<file path="src/rtl/pipe_hazard_controller.sv">
// Purpose: RV32I 5-stage control path (decode in D, control piped D->E->M->W) with hazard unit and forwarding selects.
// Latency: one cycle per stage D->E->M->W; hazard/forward/pcsrc outputs are combinational from stage registers and D inputs.
// Backpressure: stall_i freezes every stage register; a load-use (or RAW without forwarding) hazard holds F/D and bubbles E.
//
// Ports:
//   clk_i, rst_i (synchronous, active-high), stall_i (external freeze)
//   D-stage in : op_i, funct3_i, funct7b5_i, rs1D_i, rs2D_i, rdD_i; out immsrcD_o
//   E-stage in : zeroE_i, ltE_i, ltuE_i; out alusrcE_o, alucontrolE_o, resultsrcE_o, pcsrcE_o
//   M/W out    : memwriteM_o, regwriteM_o, resultsrcW_o, regwriteW_o
//   hazard out : stallF_o, stallD_o, flushD_o, flushE_o, forwardAE_o, forwardBE_o
// Build option: define FWD_EN for M/W->E forwarding (load-use stalls only); without it the
//   forward selects are tied to 00 and any RAW dependence on E or M stalls until the producer is in W.
module pipe_hazard_controller #(
  parameter int REG_AW   = 5,
  parameter int ALUCTL_W = 3,
  parameter int RESULT_W = 2
) (
  input  logic                clk_i,
  input  logic                rst_i,
  input  logic                stall_i,
  input  logic [6:0]          op_i,
  input  logic [2:0]          funct3_i,
  input  logic                funct7b5_i,
  input  logic [REG_AW-1:0]   rs1D_i,
  input  logic [REG_AW-1:0]   rs2D_i,
  input  logic [REG_AW-1:0]   rdD_i,
  input  logic                zeroE_i,
  input  logic                ltE_i,
  input  logic                ltuE_i,
  output logic [1:0]          immsrcD_o,
  output logic                alusrcE_o,
  output logic [ALUCTL_W-1:0] alucontrolE_o,
  output logic [RESULT_W-1:0] resultsrcE_o,
  output logic                pcsrcE_o,
  output logic                memwriteM_o,
  output logic                regwriteM_o,
  output logic [RESULT_W-1:0] resultsrcW_o,
  output logic                regwriteW_o,
  output logic                stallF_o,
  output logic                stallD_o,
  output logic                flushD_o,
  output logic                flushE_o,
  output logic [1:0]          forwardAE_o,
  output logic [1:0]          forwardBE_o
);

  localparam logic [6:0] OP_LW  = 7'b0000011;
  localparam logic [6:0] OP_SW  = 7'b0100011;
  localparam logic [6:0] OP_R   = 7'b0110011;
  localparam logic [6:0] OP_I   = 7'b0010011;
  localparam logic [6:0] OP_BR  = 7'b1100011;
  localparam logic [6:0] OP_JAL = 7'b1101111;

  localparam logic [ALUCTL_W-1:0] ALU_ADD = ALUCTL_W'(3'b000);
  localparam logic [ALUCTL_W-1:0] ALU_SUB = ALUCTL_W'(3'b001);
  localparam logic [ALUCTL_W-1:0] ALU_AND = ALUCTL_W'(3'b010);
  localparam logic [ALUCTL_W-1:0] ALU_OR  = ALUCTL_W'(3'b011);
  localparam logic [ALUCTL_W-1:0] ALU_SLT = ALUCTL_W'(3'b101);

  localparam logic [RESULT_W-1:0] RES_ALU = RESULT_W'(2'b00);
  localparam logic [RESULT_W-1:0] RES_MEM = RESULT_W'(2'b01);
  localparam logic [RESULT_W-1:0] RES_PC4 = RESULT_W'(2'b10);

  typedef struct packed {
    logic                regwrite;
    logic [RESULT_W-1:0] resultsrc;
    logic                memwrite;
    logic                jump;
    logic                branch;
    logic [ALUCTL_W-1:0] alucontrol;
    logic                alusrc;
    logic [2:0]          funct3;
`ifdef FWD_EN
    logic [REG_AW-1:0]   rs1;
    logic [REG_AW-1:0]   rs2;
`endif
    logic [REG_AW-1:0]   rd;
  } ex_t;

  typedef struct packed {
    logic                regwrite;
    logic [RESULT_W-1:0] resultsrc;
    logic                memwrite;
    logic [REG_AW-1:0]   rd;
  } mem_t;

  typedef struct packed {
    logic                regwrite;
    logic [RESULT_W-1:0] resultsrc;
`ifdef FWD_EN
    logic [REG_AW-1:0]   rd;
`endif
  } wb_t;

  ex_t  dec;
  ex_t  ex_d,  ex_q;
  mem_t mem_d, mem_q;
  wb_t  wb_d,  wb_q;
  logic [1:0] aluop;

  // Main + ALU decode. Unlisted opcodes leave every enable at 0 (a bubble).
  always_comb begin
    dec        = '0;
    aluop      = 2'b00;
    immsrcD_o  = 2'b00;
    dec.funct3 = funct3_i;
    dec.rd     = rdD_i;
`ifdef FWD_EN
    dec.rs1    = rs1D_i;
    dec.rs2    = rs2D_i;
`endif
    case (op_i)
      OP_LW:  begin dec.regwrite = 1'b1; dec.alusrc = 1'b1; dec.resultsrc = RES_MEM; end
      OP_SW:  begin immsrcD_o = 2'b01; dec.alusrc = 1'b1; dec.memwrite = 1'b1; end
      OP_R:   begin dec.regwrite = 1'b1; aluop = 2'b10; end
      OP_I:   begin dec.regwrite = 1'b1; dec.alusrc = 1'b1; aluop = 2'b10; end
      OP_BR:  begin immsrcD_o = 2'b10; dec.branch = 1'b1; aluop = 2'b01; end
      OP_JAL: begin immsrcD_o = 2'b11; dec.regwrite = 1'b1; dec.jump = 1'b1; dec.resultsrc = RES_PC4; end
      default: ;
    endcase
    case (aluop)
      2'b01: dec.alucontrol = ALU_SUB;
      2'b10: begin
        case (funct3_i)
          // op_i[5] separates R-type from I-type: only R-type honours funct7b5 as sub.
          3'b000:  dec.alucontrol = (op_i[5] & funct7b5_i) ? ALU_SUB : ALU_ADD;
          3'b010:  dec.alucontrol = ALU_SLT;
          3'b110:  dec.alucontrol = ALU_OR;
          3'b111:  dec.alucontrol = ALU_AND;
          default: dec.alucontrol = ALU_ADD;
        endcase
      end
      default: dec.alucontrol = ALU_ADD;
    endcase
  end

  // Branch resolution in E.
  logic br_cond, pcsrc, hz_stall, flush_e;
  always_comb begin
    case (ex_q.funct3)
      3'b000:  br_cond = zeroE_i;
      3'b001:  br_cond = ~zeroE_i;
      3'b100:  br_cond = ltE_i;
      3'b101:  br_cond = ~ltE_i;
      3'b110:  br_cond = ltuE_i;
      3'b111:  br_cond = ~ltuE_i;
      default: br_cond = 1'b0;
    endcase
  end

  // Redirect is suppressed while frozen so it fires once, in the cycle the pipe moves again.
  assign pcsrc   = ((ex_q.branch & br_cond) | ex_q.jump) & ~stall_i & ~rst_i;
  assign flush_e = (hz_stall | pcsrc) & ~stall_i & ~rst_i;

`ifdef FWD_EN
  function automatic logic [1:0] fwd_sel(input logic [REG_AW-1:0] rs);
    if (mem_q.regwrite && (mem_q.rd != '0) && (mem_q.rd == rs)) return 2'b10;
    if (wb_q.regwrite && (wb_q.rd != '0) && (wb_q.rd == rs))    return 2'b01;
    return 2'b00;
  endfunction

  assign hz_stall = (ex_q.resultsrc == RES_MEM) && (ex_q.rd != '0) &&
                    ((ex_q.rd == rs1D_i) || (ex_q.rd == rs2D_i)) && !rst_i;
  assign forwardAE_o = rst_i ? 2'b00 : fwd_sel(ex_q.rs1);
  assign forwardBE_o = rst_i ? 2'b00 : fwd_sel(ex_q.rs2);
`else
  function automatic logic raw_dep(input logic [REG_AW-1:0] rs);
    // W is not checked: the register file writes before it reads.
    return (rs != '0) && ((ex_q.regwrite && (ex_q.rd == rs)) ||
                          (mem_q.regwrite && (mem_q.rd == rs)));
  endfunction

  assign hz_stall    = (raw_dep(rs1D_i) || raw_dep(rs2D_i)) && !rst_i;
  assign forwardAE_o = 2'b00;
  assign forwardBE_o = 2'b00;
`endif

  // stallD stays up alongside a taken branch; the datapath gives flushD priority at IF/ID.
  assign stallF_o = (stall_i | hz_stall) & ~rst_i;
  assign stallD_o = (stall_i | hz_stall) & ~rst_i;
  assign flushD_o = pcsrc;
  assign flushE_o = flush_e;
  assign pcsrcE_o = pcsrc;

  always_comb begin
    ex_d  = ex_q;
    mem_d = mem_q;
    wb_d  = wb_q;
    if (!stall_i) begin
      ex_d            = flush_e ? '0 : dec;
      mem_d.regwrite  = ex_q.regwrite;
      mem_d.resultsrc = ex_q.resultsrc;
      mem_d.memwrite  = ex_q.memwrite;
      mem_d.rd        = ex_q.rd;
      wb_d.regwrite   = mem_q.regwrite;
      wb_d.resultsrc  = mem_q.resultsrc;
`ifdef FWD_EN
      wb_d.rd         = mem_q.rd;
`endif
    end
  end

  always_ff @(posedge clk_i) begin
    if (rst_i) begin
      ex_q  <= '0;
      mem_q <= '0;
      wb_q  <= '0;
    end else begin
      ex_q  <= ex_d;
      mem_q <= mem_d;
      wb_q  <= wb_d;
    end
  end

  assign alusrcE_o     = ex_q.alusrc;
  assign alucontrolE_o = ex_q.alucontrol;
  assign resultsrcE_o  = ex_q.resultsrc;
  assign memwriteM_o   = mem_q.memwrite;
  assign regwriteM_o   = mem_q.regwrite;
  assign resultsrcW_o  = wb_q.resultsrc;
  assign regwriteW_o   = wb_q.regwrite;

endmodule

</file>
<file path="config.mk">
export PLATFORM = sky130hd
export DESIGN_NAME = pipe_hazard_controller
export DESIGN_NICKNAME = d
export VERILOG_FILES = /design/src/rtl/pipe_hazard_controller.sv
export SDC_FILE = /design/constraint.sdc
export NUM_CORES = 1
export LEC_CHECK = 0
export ABC_AREA = 0
export BUFFER_PORTS_ARGS = -buffer_cell sky130_fd_sc_hd__buf_4
export CAP_MARGIN = 30
export CORE_UTILIZATION = 33
export CTS_CLUSTER_DIAMETER = 200
export DETAILED_ROUTE_END_ITERATION = 10
export HOLD_SLACK_MARGIN = 0.03
export PLACE_DENSITY = 0.63
export SLEW_MARGIN = 10
export SYNTH_ARGS = -nofsm -noshare
export SYNTH_HDL_FRONTEND = slang
export SYNTH_SLANG_ARGS = --single-unit
</file>
<file path="constraint.sdc">
create_clock -name clk_i -period 1.78 [get_ports clk_i]
set_input_delay 0.178 -clock clk_i [delete_from_list [all_inputs] [get_ports clk_i]]
set_output_delay 0.178 -clock clk_i [all_outputs]
set_load 0.02 [all_outputs]
</file>
==> summary.md <==
| Metric | Value |
|---|---|
| Hold-fix buffers, CTS | `0` |
| Cell class contributing the biggest share of worst-path delay | `compound AO/OA/AOI/OAI gates` |
| DIE AREA | `about 5200 sq um` |
| P_sw | `356.5 uW` |
| Post-layout min period | `1.940 ns` |
| Cells after Synth | `slightly below 200` |
| Multi-input combinational cell area | `1005 sq um` |
| Cell variety after synth | `38` |
| Pwr Total | `1.416 mW` |
| Final core utilization | `0.4869` |
| CTS sink cnt | `29` |
| Synth Register Bits | `29` |
| Routed WL per cell | `approximately 13 um` |
| Clock network power share | `0.356` |
| Slew Viols, Final | `0` |
| Yosys warnings | `0` |
| Vias per inst | `4.824` |
| RSZ-0062 raised after global routing | `true` |
| Final period util | `1.090` |
| Share of layout cells above drive strength 1 | `0.3690` |
| Switch share | `0.2518` |
| Worst skew pair latency | `~0.27 ns` |
| Dominant synthesized flop cell | `dfxtp_1` |
| DRC viols | `0` |
| Non-Filler Instances | `319` |
| Antenna Nets Post-Route | `0` |
| # fillers | `about 470` |
| CP Buf/Inv Count | `1` |
| # IOs | `54` |
| Status | `finished, violations left` |
| First-pass GRT wire length | `6292 um` |
| CTS Buf Count | `5` |
| Failing checks | `setup timing` |
| Drt first pass iters | `4` |
| Final Hold Fails | `0` |
| Die width | `around 72 um` |
| Crit path DAT | `between 1.5 and 2 ns` |
| Mapped Avg Cell Area | `about 8.4 sq um` |
| Row count | `25` |
| CP cell instances | `xor2_1 -> nor4_2 -> a32oi_1 -> o211ai_2 -> o21ba_4 -> buf_6` |
| Max incr delay on CP | `between 0.3 and 0.4 ns` |
| Core footprint | `4723 sq um` |
| Vias in the first global route | `about 1.4k` |
| DP HPWL | `between 2000 and 3000 um` |
| Clock transition at path regs | `approximately 0.060 ns` |
| Pwr per Cell Area | `615.7 nW/um^2` |
| Async SR Flop Fraction | `0` |
| Max Buffers Root-to-Sink | `2` |
| Flop pwr share | `0.483` |
| Area grow syn2layout | `41.06%` |
| Max frequency | `just over 500 MHz` |
| CP Capture Type | `output port` |
| Aggregate routed wire length | `between 4000 and 5000 um` |
| Worst EP required | `between 1.5 and 2 ns` |
| Dominant cells by area after synthesis | `dfxtp_1 (36%), xor2_1 (9.1%), mux2i_1 (8.6%), nand2_1 (5.3%), buf_4 (5.1%)` |
| Die height | `a little over 70 um` |
| Leakage | `~1.0 nW` |
| Worst Setup Start Kind | `flip-flop` |
| I/O Buffers | `49` |
| H-Tree Depth | `2` |
| Gr ovfl total | `0` |
| Crit Path Class | `reg -> out` |
| Combinational share of power | `0.161` |
| Starting DRC count in detailed routing | `70` |
| # setup viols final | `5` |
| Worst-path fanout max | `4` |
| Sequential cell area fraction in the yosys report | `0.3561` |
| DP Cell Count | `roughly 300` |
| Initial antenna violation count | `0` |
| Internal power | `~1.1 mW` |
| Max cap viols | `0` |
| Post-synthesis cell area | `between 1500 and 2000 sq um` |
| Final worst slack | `-0.1602 ns` |
| Via count | `around 1.5k` |
| Sequential Area | `between 500 and 600 sq um` |
| Min-Delay Path Class | `in -> reg` |
| Synth top area share | `0.3561` |
| Final net count | `around 290` |
| Dominant cell type by area after synthesis | `dfxtp_1` |
| Worst path slowest cell | `dfxtp_4` |
| Antenna cells | `0` |
| All-Layer GR Usage | `0.1561` |
| TritonCTS clock tree | `yes` |
| Peak supply drop | `0.2728 mV` |
| Pin count of the biggest net entering global routing | `18` |
| Initial core utilization | `0.3452` |
| Skew final | `between 0.004 and 0.005 ns` |
| EDFF count, synth | `0` |
| CTS root buffer | `clkbuf_8` |
| GPL Wtd Cong | `0.7862` |
-- tightest hold or removal path, cell delays in order --
cell and delay (ns):
buf_4 0.12, nand3_1 0.05, o21ai_0 0.06
-- sequential cells by signal (all words and copies together) (netlist names) --
register       count
ex_q              11
regwriteM_o        1
regwriteW_o        1
alucontrolE_o      3
resultsrcE_o       2
memwriteM_o        1
alusrcE_o          1
mem_q              7
resultsrcW_o       2
-- worst paths after layout --
kind / from / to / slack [ns] / cells past startpoint
max reg2reg: ex_q[7] / alucontrolE_o[1] / 0.02 / 6
min: funct3_i[1] / ex_q[6] / 0.17 / 3
max: ex_q[4] / stallD_o / -0.16 / 6
min reg2reg: alucontrolE_o[2] / alucontrolE_o[2] / 0.45 / 2
-- routing by layer --
layer / routed length, um / global-route usage / share of wire / up-vias
met5: 0 / 0 / 0 / -
met4: 59 / 0.05882 / 0.014 / 0
met3: 248 / 0.04028 / 0.060 / 5
met2: 1977 / 0.2617 / 0.48 / 44
met1: 1868 / 0.1918 / 0.45 / 706
li1: - / - / - / 784
-- cell families after synthesis --
logic type	count (synthesis)	synth area share
adders and majority gates	2	0.01535
muxes	14	0.08595
xor gates and xnor gates	21	0.1128
buffers and inverters	23	0.08058
other	1	0.002300
and+or+nand+nor	76	0.2318
DFF	29	0.3561
AOI/OAI and AO/OA	28	0.1151
-- per-stage QoR --
| stage | setup TNS (ns) | area [sq um] | setup WS, ns | hold slack, ns |
|---|---|---|---|---|
| final | -0.5980 | 2300 | -0.1602 | 0.1739 |
| after global routing | -1.070 | 2300 | -0.2427 | 0.1752 |
| after CTS | -0.7505 | 2208 | -0.2202 | 0.1687 |
| after detailed placement | -0.1318 | 2078 | -0.1318 | 0.4440 |
| after global placement | -0.1072 | 2078 | -0.1072 | 0.4513 |
| after floorplan | 0 | 1664 | 0.01881 | 0.3290 |
-- cell usage in the layout (no fill, tap or decap), drive strengths merged, types with 2 or more instances in the layout --
master  netlist  layout
nand3        11      11
ha            2       2
nor2         16      16
clkbuf        5       8
buf          15      67
nor2b         2       2
inv           3       3
dfxtp        29      29
nor3          3       3
or3           2       2
nand2        23      23
nand3b        2       2
conb          1       4
or4           5       5
xor2         17      17
mux2i        14      14
nor4          5       5
xnor2         4       4
o41ai         3       3
nand4         3       3
o21ai        15      15
and2          2       2
-- layout make-up --
cell class                      instances  area share
Tap cell                               67     0.03645
Inverter                                3    0.004897
Timing Repair Buffer                   67      0.2285
Multi-Input combinational cell        145      0.4369
Sequential cell                        29      0.2584
Clock buffer                            8     0.03482
-- power by group through the flow --
stage                     registers (mW)  clock network [mW]  logic, mW
after floorplan                    0.694                   0      0.112
after global placement             0.697                   0      0.204
after detailed placement           0.698                   0      0.205
after CTS                          0.685               0.520      0.210
after global routing               0.686               0.538      0.247
final                              0.684               0.503      0.228
-- synth_stat cells, types with 2 or more instances --
cell type and n:
ha_1 2, nand3_1 11, nand2_1 23, nor4_1 5
buf_4 11, dfxtp_1 29, mux2i_1 14, nor3_1 2
xnor2_1 4, o21ai_1 2, o41ai_1 3, xor2_1 17
nor2b_1 2, inv_1 3, clkbuf_1 5, buf_2 3
or3_1 2, and2_1 2, nand4_1 3, nand3b_1 2
or4_1 5, nor2_1 16, o21ai_0 13
-- repair_timing --
action                                  4_1_cts  5_1_grt
gates cloned                                  0        0
gates resized for setup                      10       14
endpoints found under the setup margin        6       18
buffers inserted                              3        4
pin swaps                                     4       10
Power figures use the tool's default switching activity.
